$ cat config.mk
export PLATFORM = sky130hd
export DESIGN_NAME = serial_alu_ctrl
export DESIGN_NICKNAME = d
export VERILOG_FILES = /design/src/rtl/serial_alu_ctrl.sv
export SDC_FILE = /design/constraint.sdc
export NUM_CORES = 1
export LEC_CHECK = 0
export ABC_CLOCK_PERIOD_IN_PS = 2140
export CAP_MARGIN = 10
export CORE_MARGIN = 2
export CORE_UTILIZATION = 42
export DETAILED_ROUTE_END_ITERATION = 6
export GPL_TIMING_DRIVEN = 0
export PLACE_DENSITY = 0.66
export SLEW_MARGIN = 30
export SYNTH_ARGS = -nofsm -noshare
export SYNTH_HDL_FRONTEND = slang
export SYNTH_HIERARCHICAL = 1
export SYNTH_SLANG_ARGS = --single-unit
$ cat constraint.sdc
create_clock -name clk -period 2.14 [get_ports clk]
set_clock_uncertainty 0.1 [all_clocks]
set_input_delay 0.428 -clock clk [delete_from_list [all_inputs] [get_ports clk]]
set_output_delay 0.428 -clock clk [all_outputs]
set_load 0.005 [all_outputs]
$ cat src/rtl/serial_alu_ctrl.sv
// Bit-serial ADD/SUB/INC/DEC unit: one result bit per cycle, LSB first, through a
// single full-adder cell and a 1-bit carry register. Handshake: start is accepted only in IDLE.

module FA2 (
  input  logic i_a,
  input  logic i_b,
  input  logic i_ci,
  output logic o_s,
  output logic o_co
);
  assign o_s  = i_a ^ i_b ^ i_ci;
  assign o_co = (i_a & i_b) | (i_ci & (i_a ^ i_b));
endmodule

module serial_alu_ctrl #(
  parameter int WIDTH = 8
) (
  input  logic             clk,
  input  logic             rst_n,
  input  logic             start,
  input  logic [1:0]       op,
  input  logic [WIDTH-1:0] a,
  input  logic [WIDTH-1:0] b,
  output logic             busy,
  output logic             done,
  output logic [WIDTH-1:0] y,
  output logic             cout,
  output logic             ovf,
  output logic             zero,
  output logic [1:0]       dbg_state
);

  localparam int CW = $clog2(WIDTH + 1);

  typedef enum logic [1:0] {
    S_IDLE = 2'd0,
    S_RUN  = 2'd1,
    S_DONE = 2'd2
  } state_t;

  state_t           r_state;
  state_t           w_next;
  logic [WIDTH-1:0] r_a;
  logic [WIDTH-1:0] r_b;
  logic [WIDTH-1:0] r_res;
  logic             r_carry;
  logic [CW-1:0]    r_cnt;
  logic [WIDTH-1:0] r_y;
  logic             r_cout;
  logic             r_ovf;
  logic             r_zero;

  logic             w_sum;
  logic             w_co;
  logic             w_accept;
  logic             w_last;
  logic [WIDTH-1:0] w_res_next;
  logic [WIDTH-1:0] w_b_load;

  FA2 u_fa (
    .i_a  (r_a[0]),
    .i_b  (r_b[0]),
    .i_ci (r_carry),
    .o_s  (w_sum),
    .o_co (w_co)
  );

  assign w_accept   = (r_state == S_IDLE) && start;
  assign w_last     = (r_state == S_RUN) && (r_cnt == CW'(WIDTH - 1));
  assign w_res_next = {w_sum, r_res[WIDTH-1:1]};

  // SUB and INC become additions with carry-in 1 (a + ~b + 1, a + 0 + 1).
  always_comb begin
    w_b_load = b;
    case (op)
      2'b00:   w_b_load = b;
      2'b01:   w_b_load = ~b;
      2'b10:   w_b_load = '0;
      default: w_b_load = '1;
    endcase
  end

  always_comb begin
    w_next = r_state;
    case (r_state)
      S_IDLE:  if (start) w_next = S_RUN;
      S_RUN:   if (w_last) w_next = S_DONE;
      S_DONE:  w_next = S_IDLE;
      default: w_next = S_IDLE;
    endcase
  end

  always_ff @(posedge clk or negedge rst_n) begin
    if (!rst_n) r_state <= S_IDLE;
    else        r_state <= w_next;
  end

  always_ff @(posedge clk or negedge rst_n) begin
    if (!rst_n) begin
      r_a     <= '0;
      r_b     <= '0;
      r_res   <= '0;
      r_carry <= 1'b0;
      r_cnt   <= '0;
      r_y     <= '0;
      r_cout  <= 1'b0;
      r_ovf   <= 1'b0;
      r_zero  <= 1'b1;
    end else if (w_accept) begin
      r_a     <= a;
      r_b     <= w_b_load;
      r_res   <= '0;
      r_carry <= op[0] ^ op[1];
      r_cnt   <= '0;
    end else if (r_state == S_RUN) begin
      r_a     <= r_a >> 1;
      r_b     <= r_b >> 1;
      r_res   <= w_res_next;
      r_carry <= w_co;
      r_cnt   <= r_cnt + CW'(1);
      if (w_last) begin
        // On the MSB step r_carry is the carry into the MSB.
        r_y    <= w_res_next;
        r_cout <= w_co;
        r_ovf  <= r_carry ^ w_co;
        r_zero <= (w_res_next == '0);
      end
    end
  end

  assign busy      = (r_state == S_RUN);
  assign done      = (r_state == S_DONE);
  assign y         = r_y;
  assign cout      = r_cout;
  assign ovf       = r_ovf;
  assign zero      = r_zero;
  assign dbg_state = r_state;

endmodule

==> summary.md <==
| Metric | Value |
|---|---|
| Part of the power in registers | 0.404 |
| Worst Hold Slack | 0.371 ns |
| Area contributors post-synth | dfrtp_1, mux2_1, nor2b_1 |
| Worst R2R Setup Slack | 0.13 ns |
| CTS buffer count | 5 |
| Psw | 1.19 mW |
| Critical path arrival | 1.55 ns |
| Final core occ | 0.577 |
| Via density | 5.53 |
| Inst Count DP | 260 |
| Final setup vio count | 0 |
| Setup crit start kind | flip-flop |
| Distinct cell type count after synthesis | 32 |
| Port Buf Inserts | 35 |
| CP required | 1.61 ns |
| Max Cap Viol | 0 |
| Htree depth | 2 |
| Pint | 2.22 mW |
| FF-to-FF End | r_b[4] |
| First-pass GRT wire length | 7.08 mm |
| Clk_lat worst skew | 0.29 ns |
| Global Route Usage Sum | 0.174 |
| Routed wire length per instance | 15.5 um |
| Yosys reg bits | 41 |
| Slew Limit Fails | 0 |
| Die height | 72.1 um |
| Crit. End Element | output pin |
| Synth area leader | dfrtp_1 |
| Sink Count | 41 |
| Die Area | 5200 um2 |
| Detail Route Antenna Nets | 0 |
| Antenna violations before repair | 0 |
| Syn Area/Cell | 11.3 um2 |
| Min Tclk post-route | 2.08 ns |
| Nets | 247 |
| # rows | 24 |
| Layout cells sized above 1 | 0.149 |
| Setup CP Type | reg2out |
| Tightest Pin Transition | 0.472 ns |
| Design Area, Final | 2550 um2 |
| GPL Wtd Cong | 0.764 |
| Worst-path fanout max | 10 |
| Root buf cell | clkbuf_8 |
| R2R depth | 7 |
| Seq/Total Area, Yosys | 0.527 |
| FF-to-FF Start | dbg_state[0] |
| Routed WL | 4.23 mm |
| Clock network fraction of total power | 0.149 |
| Final non-filler cell total | 273 |
| Worst setup path startpoint | dbg_state[1] |
| Grt ovf | 0 |
| Outcome | completed |
| Combinational share of power | 0.447 |
| Max clock buf depth | 2 |
| Switching part of the total | 0.348 |
| Vias in the first global route | 1494 |
| DR iter-0 viols | 125 |
| Max Freq | 0.480 GHz |
| Antenna fix cells | 0 |
| Mapped cell area | 1950 um2 |
| Vias after detailed routing | 1510 |
| YS warnings | 6 |
| Syn Nets | 198 |
| Dpl cell area | 2390 um2 |
| Power density cells | 1340 nW/um2 |
| VDD IR max | 0.511 mV |
| Initial core utilization | 0.442 |
| Cell count after synthesis | 172 |
| Largest net degree at the start of global routing | 24 |
| # IOs | 36 |
| Worst setup path end | busy |
| Core ar. | 4410 um2 |
| Die span in x | 72.1 um |
| Remaining DRCs | 0 |
| Final period utilization | 0.973 |
| CTS tree | built |
| Worst-path clk slew | 0.07 ns |
| Slew margin rel. | 0.685 |
| Detail Placement HPWL | 3.01 mm |
| Final Power | 3.41 mW |
| Post-synth top area share | 0.513 |
| Worst Hold Class | reg2reg |
| Leak Pwr | 1.10 nW |
| Synth-to-Final Area Change | 30.7% |
| First-pass DRT Iterations | 4 |
| Final Hold Vio Count | 0 |
## registers in the layout (all words and copies together), names as in the netlist
signal	count
zero	1
r_b	8
r_carry	1
r_res	7
r_cnt	4
dbg_state	2
y	8
r_a	8
ovf	1
cout	1
## placed cells by master, fill, tap and decap left out, drive strengths merged, types with 8 or more instances in the layout
cell type	netlist	routed
a21oi	10	10
a22o	9	9
a22oi	8	8
buf	5	13
clkbuf	6	12
clkdlybuf4s50	0	33
dfrtp	40	40
mux2	12	12
nor2	10	10
nor2b	17	17
o21ai	13	13
## worst max-delay path: stages (launching register included)
cell and delay (ns):
dfrtp_2 0.42, nand2b_4 0.15, buf_6 0.15, inv_6 0.06, clkdlybuf4s50_1 0.49
## how the worst min path moves through the flow
stage | start | depth (start not counted) | endpoint | slack (ns)
after floorplan | rst_n | 0 | cout | 0.03
after global placement | zero | 2 | zero | 0.36
after detailed placement | rst_n | 1 | cout | 0.31
after CTS | zero | 2 | zero | 0.37
after global routing | zero | 2 | zero | 0.40
final | zero | 2 | zero | 0.37
## synthesized netlist by cell type
| library cell | count |
|---|---|
| a22o_1 | 9 |
| o311ai_1 | 1 |
| a21oi_1 | 10 |
| nand2b_1 | 2 |
| nor4_1 | 2 |
| xor2_1 | 1 |
| ha_1 | 4 |
| o21ba_2 | 1 |
| a211oi_2 | 6 |
| nand3_1 | 2 |
| o21bai_1 | 1 |
| fa_1 | 1 |
| a22oi_1 | 8 |
| mux2i_1 | 2 |
| o21ai_1 | 11 |
| o22ai_1 | 7 |
| dfstp_2 | 1 |
| o21ai_0 | 2 |
| inv_2 | 1 |
| or4b_1 | 1 |
| mux2_2 | 2 |
| mux2_1 | 10 |
| buf_6 | 1 |
| buf_4 | 1 |
| dfrtp_1 | 40 |
| inv_1 | 3 |
| buf_2 | 3 |
| clkbuf_1 | 6 |
| nand2_1 | 5 |
| nor3_2 | 1 |
| nor2_1 | 10 |
| nor2b_1 | 17 |
## layer usage
layer,global-route usage,wire (um),vias up
li1,-,-,725
met1,0.243,2000,754
met2,0.272,2070,26
met3,0.0472,124,5
met4,0.0419,40,0
met5,0,0,-
## through the flow
step / TNS, ns / setup WS, ns
after floorplan: 0 / 0.452
after global placement: -16.75 / -0.403
after detailed placement: -1.16 / -0.168
after CTS: 0 / 0.00151
after global routing: -0.00365 / -0.00365
final: 0 / 0.0579
## final cells by class
| type | instances | area (um2) |
|---|---|---|
| timing repair buffer | 43 | 430 |
| sequential | 41 | 1030 |
| clock buffer | 7 | 86.3 |
| multi-input combinational | 116 | 858 |
| buffer | 10 | 58.8 |
| fill | 363 | 1870 |
| inverter | 4 | 20.0 |
| tap | 52 | 65.1 |
## timing repair
action / CTS / global route
hold buffers: 1 / 0
endpoints found under the setup margin: 2 / 2
resized for setup: 6 / 3
setup buffers: 3 / 3
hold endpoints to repair: 17 / 0
## power groups by stage
stage | clock network (mW) | registers, mW | logic [mW]
after global placement | 0 | 1.38 | 1.34
after CTS | 0.520 | 1.38 | 1.48
after detailed placement | 0 | 1.40 | 1.40
after global routing | 0.564 | 1.43 | 1.68
after floorplan | 0 | 1.34 | 0.895
final | 0.507 | 1.38 | 1.53
## cells by family (layout without fill, tap and decap cells)
logic type | after synthesis | count (layout) | share of synthesized area
flops | 41 | 41 | 0.527
compound gates | 56 | 56 | 0.205
fa+ha+maj | 5 | 5 | 0.0359
buf+inv | 15 | 64 | 0.0366
xor+xnor | 1 | 1 | 0.00449
simple gates | 40 | 40 | 0.112
mux | 14 | 14 | 0.0796
No activity file was read; power rests on OpenSTA's default activity.
